===== config.mk =====
export PLATFORM = sky130hd
export DESIGN_NAME = snitch_tcdm_bank_adapter
export DESIGN_NICKNAME = d
export VERILOG_FILES = /design/src/rtl/snitch_tcdm_bank_adapter.sv
export SDC_FILE = /design/constraint.sdc
export NUM_CORES = 1
export LEC_CHECK = 0
export ABC_AREA = 1
export CAP_MARGIN = 25
export CORE_MARGIN = 4
export CORE_UTILIZATION = 36
export CTS_CLUSTER_DIAMETER = 150
export DETAILED_ROUTE_END_ITERATION = 16
export MAX_ROUTING_LAYER = met4
export PLACE_DENSITY_LB_ADDON = 0.05
export SLEW_MARGIN = 20
export SYNTH_ARGS = -nofsm -noshare
export SYNTH_HDL_FRONTEND = slang
export SYNTH_SLANG_ARGS = --single-unit

===== constraint.sdc =====
create_clock -name clk_i -period 3.5 [get_ports clk_i]
set_clock_uncertainty 0.05 [all_clocks]
set_input_delay 1.05 -clock clk_i [delete_from_list [all_inputs] [get_ports clk_i]]
set_output_delay 1.05 -clock clk_i [all_outputs]
set_load 0.05 [all_outputs]

===== src/rtl/snitch_tcdm_bank_adapter.sv =====
// rtl/snitch_tcdm_bank_adapter.sv - single-bank request/response front end for one TCDM SRAM bank
module snitch_tcdm_bank_adapter #(
    parameter int unsigned TCDMDepth = 512,
    parameter int unsigned DataWidth = 64,
    parameter int unsigned AddrWidth = $clog2(TCDMDepth),
    parameter int unsigned RspDepth  = 2
) (
    input  logic                   clk_i,
    input  logic                   rst_i,
    input  logic                   req_valid_i,
    output logic                   req_ready_o,
    input  logic                   req_write_i,
    input  logic [AddrWidth-1:0]   req_addr_i,
    input  logic [DataWidth/8-1:0] req_strb_i,
    input  logic [DataWidth-1:0]   req_data_i,
    output logic                   rsp_valid_o,
    input  logic                   rsp_ready_i,
    output logic [DataWidth-1:0]   rsp_data_o,
    output logic                   mem_cs_o,
    output logic                   mem_wen_o,
    output logic [AddrWidth-1:0]   mem_add_o,
    output logic [DataWidth/8-1:0] mem_be_o,
    output logic [DataWidth-1:0]   mem_wdata_o,
    input  logic [DataWidth-1:0]   mem_rdata_i
);

    localparam int unsigned PtrWidth = (RspDepth > 1) ? $clog2(RspDepth) : 1;
    localparam int unsigned CntWidth = $clog2(RspDepth + 1);

    logic                 rd_pend_q;
    logic [CntWidth-1:0]  cnt_q;
    logic [PtrWidth-1:0]  wr_ptr_q;
    logic [PtrWidth-1:0]  rd_ptr_q;
    logic [DataWidth-1:0] fifo_q [RspDepth];

    logic                 push;
    logic                 pop;
    logic                 rd_accept;
    logic [CntWidth:0]    credits_used;

    function automatic logic [PtrWidth-1:0] ptr_inc(input logic [PtrWidth-1:0] p);
        if (32'(p) == RspDepth - 1) begin
            return '0;
        end
        return p + PtrWidth'(1);
    endfunction

    assign rsp_valid_o = (cnt_q != '0);
    assign rsp_data_o  = fifo_q[rd_ptr_q];
    assign pop         = rsp_valid_o & rsp_ready_i;
    assign push        = rd_pend_q;

    // Every accepted read owns a FIFO slot from acceptance until it is popped,
    // so the in-flight read counts against the credit just like a stored entry.
    assign credits_used = {1'b0, cnt_q}
                        + {{CntWidth{1'b0}}, rd_pend_q}
                        - {{CntWidth{1'b0}}, pop};
    assign req_ready_o  = !rst_i && (credits_used < (CntWidth + 1)'(RspDepth));

    assign mem_cs_o    = req_valid_i & req_ready_o;
    assign mem_wen_o   = req_write_i;
    assign mem_add_o   = req_addr_i;
    assign mem_be_o    = req_strb_i;
    assign mem_wdata_o = req_data_i;

    assign rd_accept = mem_cs_o & ~req_write_i;

    always_ff @(posedge clk_i) begin
        if (rst_i) begin
            rd_pend_q <= 1'b0;
            cnt_q     <= '0;
            wr_ptr_q  <= '0;
            rd_ptr_q  <= '0;
        end else begin
            rd_pend_q <= rd_accept;
            if (push) begin
                wr_ptr_q <= ptr_inc(wr_ptr_q);
            end
            if (pop) begin
                rd_ptr_q <= ptr_inc(rd_ptr_q);
            end
            if (push && !pop) begin
                cnt_q <= cnt_q + CntWidth'(1);
            end else if (pop && !push) begin
                cnt_q <= cnt_q - CntWidth'(1);
            end
        end
    end

    // Payload storage needs no reset: entries are only visible through cnt_q.
    always_ff @(posedge clk_i) begin
        if (push) begin
            fifo_q[wr_ptr_q] <= mem_rdata_i;
        end
    end

    always @(posedge clk_i) begin
        if (!rst_i) begin
            assert (!(push && (32'(cnt_q) == RspDepth)));
        end
        assert (!(rst_i && req_ready_o));
        assert (!mem_cs_o || req_valid_i);
    end

endmodule


* Word-level counts from Yosys, hierarchy flattened
Memories as Yosys holds them, arrays and structs flattened. A register that Yosys moved wholly into a read port is not among the register bits. Index checks and enable logic that the tools add are counted.
Word-level totals: register bits 5, RAM bits 128, bits of input ports 150, word-level logic and storage cells 40, memories kept 1
Memories:
- fifo_q | words 2, bits a word 64, rd ports 1, clocked after memory_dff 1, write ports 1, line 34 | logic [DataWidth-1:0] fifo_q [RspDepth];
Operators by class: add/sub/neg operators 6, order comparisons 1, muxes and demuxes 16, bitwise gates (word level) 4, reductions and logical operators 8
Operators with widths (number):
- $mux 1 | 14
- $mux 2 | 2
- $reduce_bool 2->1 | 2
- $add 2x1->3 | 1
- $and 1x1->1 | 3
- $logic_and 1x1->1 | 3
- $logic_not 1->1 | 3
- $lt 3x2->1 const B | 1
- $sub 3x1->3 | 1
- $add 1x1->1 const B | 2
- $add 2x1->2 const B | 1
- $sub 2x1->2 const B | 1
- $not 1->1 | 1

* Logic depth before layout (Yosys ltp)
word-level depth 7, mapped depth 12, mapped depth without buffers 12

* Worst setup path before layout
No wires, ideal clock.
path type input port to output port, start point input rsp_ready_i, end point output mem_cs_o, arrival 2.986 ns, required time 2.400 ns, slack -0.586 ns, cell stages on the path 10, path buffers 0, cell sequence nand2_1 > inv_1 > ha_1 > nor2_1 > inv_1 > fa_1 > inv_1 > nor2_1 > nand3_1 > nor2_1
Between the ends: longest elaborated chain between the ends 5
RTL lines:
- start: declaration | line 17 | input logic rsp_ready_i,
- $and 1x1->1 | line 50 | assign pop = rsp_valid_o & rsp_ready_i;
- named net pop | line 37 | logic pop;
- $sub 3x1->3 | line 57 | - {{CntWidth{1'b0}}, pop};
- $lt 3x2->1 | line 58 | assign req_ready_o = !rst_i && (credits_used < (CntWidth + 1)'(RspDepth));
- $logic_and 1x1->1 | line 58
- $and 1x1->1 | line 60 | assign mem_cs_o = req_valid_i & req_ready_o;
- end: declaration | line 19 | output logic mem_cs_o,
The timed path passes the listed nets, and every way through them passes these cells.

* Final worst setup path
Same ends and word-level chain as after synthesis.

==> impl_metrics.toml <==
[routing]
vias = 2782
wire_per_inst_um = 20.0
drt_wl_total_um = 12600
drtIter0Drc = 125
first_pass_iters = 4
drt-vias-per-instance = 4.39
drc_errors = 0
antenna_left = 0

[status]
status = "finished, violations left"
violations = "negative setup slack"

[layout]
final-seq-area_um2 = 3970
multi_input_area_um2 = 1170
areaGrowthSynthToFinish_pct = 28.7
num_antenna_cells = 0
design_area_um2 = 7550
mostFrequentLayoutCell = "clkdlybuf4s50_1"
layout_common_cells = "132 x clkdlybuf4s50_1, 128 x edfxtp_1, 60 x mux2_4, 17 x clkbuf_16"
drive_above_1_share_pct = 27.6
nNetsFinal = 558
n_fill_cell = 1403

[synth]
syn_nets = 484
synth_top_area_share_pct = 65.5
ys_warn_count = 0
ys_ff_latch = 134
syn_area_per_cell_um2 = 17.7
yosysTopAreaCell = "edfxtp_1"
ys_top_cells_by_area = "edfxtp_1 66%, mux2_4 15%, buf_4 10%, buf_12 2.0%, dfxtp_1 2.0%"
synth.distinct_cells = 16
syn_area_um2 = 5860
seq_area_frac_synth_pct = 67.6
syn-instance-count = 331

[power]
power_switching_mw = 1.94
pwr-share-comb_pct = 36.6
power_mw = 5.82
p_int_mw = 3.88
vdd_drop_max_mv = 0.362
pwr-share-seq_pct = 33.9
cellPowerDensity_nw_per_um2 = 771
power.share.switching_pct = 33.3
p_clk_share_pct = 29.5
leakagePower_nw = 2.66

[sta]
max_freq_mhz = 267
worst_pin_slew_ns = 0.655
setup_viol = 2
rsz0062_at_grt = "true"
min_period_over_period_pct = 107
post-route-min-period_ns = 3.74
slew_violations = 0
fin_ws_ns = -0.245
setup_tns_ns = -0.453
finalHoldViolations = 0
hold_slack_ns = 0.456
maxSlewHeadroom_pct = 56.3

[floorplan]
die_w_um = 136
fp.dieH_um = 136
start_util_pct = 36.8
ios = 299
dieArea_um2 = 18400
core_um2 = 15900
placementRows = 46

[critical_path]
cp_max_fo = 3
worstSetupStartpointType = "input pin"
cpMostUsedCell = "nor2_4"
worstPathCellList = "buf_8 > nand2_8 > inv_6 > ha_4 > nor2_4 > inv_2 > fa_1 > inv_2 > nor2_4 > nand3_4 > nor2_4 > buf_12"
cp_slowest_cell = "fa_1"
cpPeakStageDelay_ns = 0.48
cp.arrival_ns = 2.64
worstPathRequired_ns = 2.40
path_class = "in2out"
crit_path_end_kind = "primary output"
r2r_slack_ns = 1.40

[placed_design]
gp_congestion = 0.787
pre_cts_slack_ns = -0.823
dpl-instance-area_um2 = 6940
port_buffers = 136
hpwl_um = 9030

[clocking]
ctsHoldBuffers = 0
cts_root_buf = "clkbuf_16"
cts-root-to-sink-buffers = 2
clk_latency_ns = 0.41
cts-buffers-inserted = 17
h-tree-depth = 4
cts_tree = "done"
clk_pin_slew_ns = 0.06
clock-sinks = 134

[global_route]
grt_pass1_wl_um = 18100
grt_usage_pct = 13.9
grt_max_degree = 58
global_route.overflow_total = 0
antenna_found_initial = 0
first_global_vias = 3006

[run]
cap_violations = 0

[min_path]
hold_path_class = "reg2reg"
-- per-layer routing --
layer | vias up | wire length [um] | GRT usage [%]
met3 | 43 | 1310 | 6.80
met5 | - | 0 | -
met2 | 129 | 6840 | 23.9
met4 | 0 | 311 | 6.44
li1 | 1261 | - | -
met1 | 1349 | 4170 | 13.0
-- final timing paths --
check,endpoint,cells past startpoint,start
worst max-delay path,mem_cs_o,12,rsp_ready_i
worst min register to register,register,2,rd_ptr_q
worst max register to register,push,12,cnt_q[0]
worst min-delay path,register,2,rd_ptr_q
-- registers in the layout (all words and copies together), names as in the netlist, named ones only --
register	flops
rd_ptr_q	1
wr_ptr_q	1
fifo_q	128
cnt_q	2
push	1
-- synthesized netlist by cell type --
library cell	instances
mux2_4	60
buf_4	82
o21ai_0	1
buf_6	1
fa_1	1
ha_1	2
nand2_1	11
nor3_1	2
mux2_2	4
nand4_1	1
buf_12	6
dfxtp_1	6
nor2_1	10
inv_1	14
nand3_1	2
edfxtp_1	128
-- cell type report --
type                       instances  share of cell area (%)
tap                              216                    3.58
sequential                       134                    52.6
multi-input combinational         94                    15.6
clock buffer                      18                    5.69
timing repair buffer             144                    20.0
inverter                          14                   0.812
clock inverter                    13                    1.84
-- through the flow --
step | utilization (%) | std cells
CTS | 47.2 | 632
detailed placement | 43.5 | 601
global route | 47.3 | 633
global placement | 43.5 | 601
finish | 47.3 | 633
floorplan | - | 331
-- what timing repair did --
| item | in CTS | in global routing |
|---|---|---|
| gates resized for setup | 10 | 5 |
| pin swaps | 5 | 4 |
| endpoints found under the setup margin | 2 | 2 |
| buffers inserted | 0 | 1 |
-- cells by family after synthesis --
kind of cell	count (synthesis)	synth area share (%)
compound gates	1	0.0853
fa+ha+maj	3	0.768
buf+inv	103	13.6
flops	134	67.6
mux	64	16.1
simple gates	26	1.79
-- power groups by stage --
stage	Combinational (mW)	Clock [mW]	Sequential [mW]
5_1_grt	2.24	1.83	1.98
3_3_place_gp	2.11	0	2.00
3_5_place_dp	2.12	0	2.01
6_report	2.13	1.72	1.97
2_1_floorplan	1.78	0	1.98
4_1_cts	2.13	1.77	1.97
-- worst max-delay path, delay by kind of cell --
kind,cells,cell delay (ns)
simple gates,5,0.52
buf+inv,5,0.35
fa+ha+maj,2,0.70
Note: power is estimated with default switching activity, not from simulation.
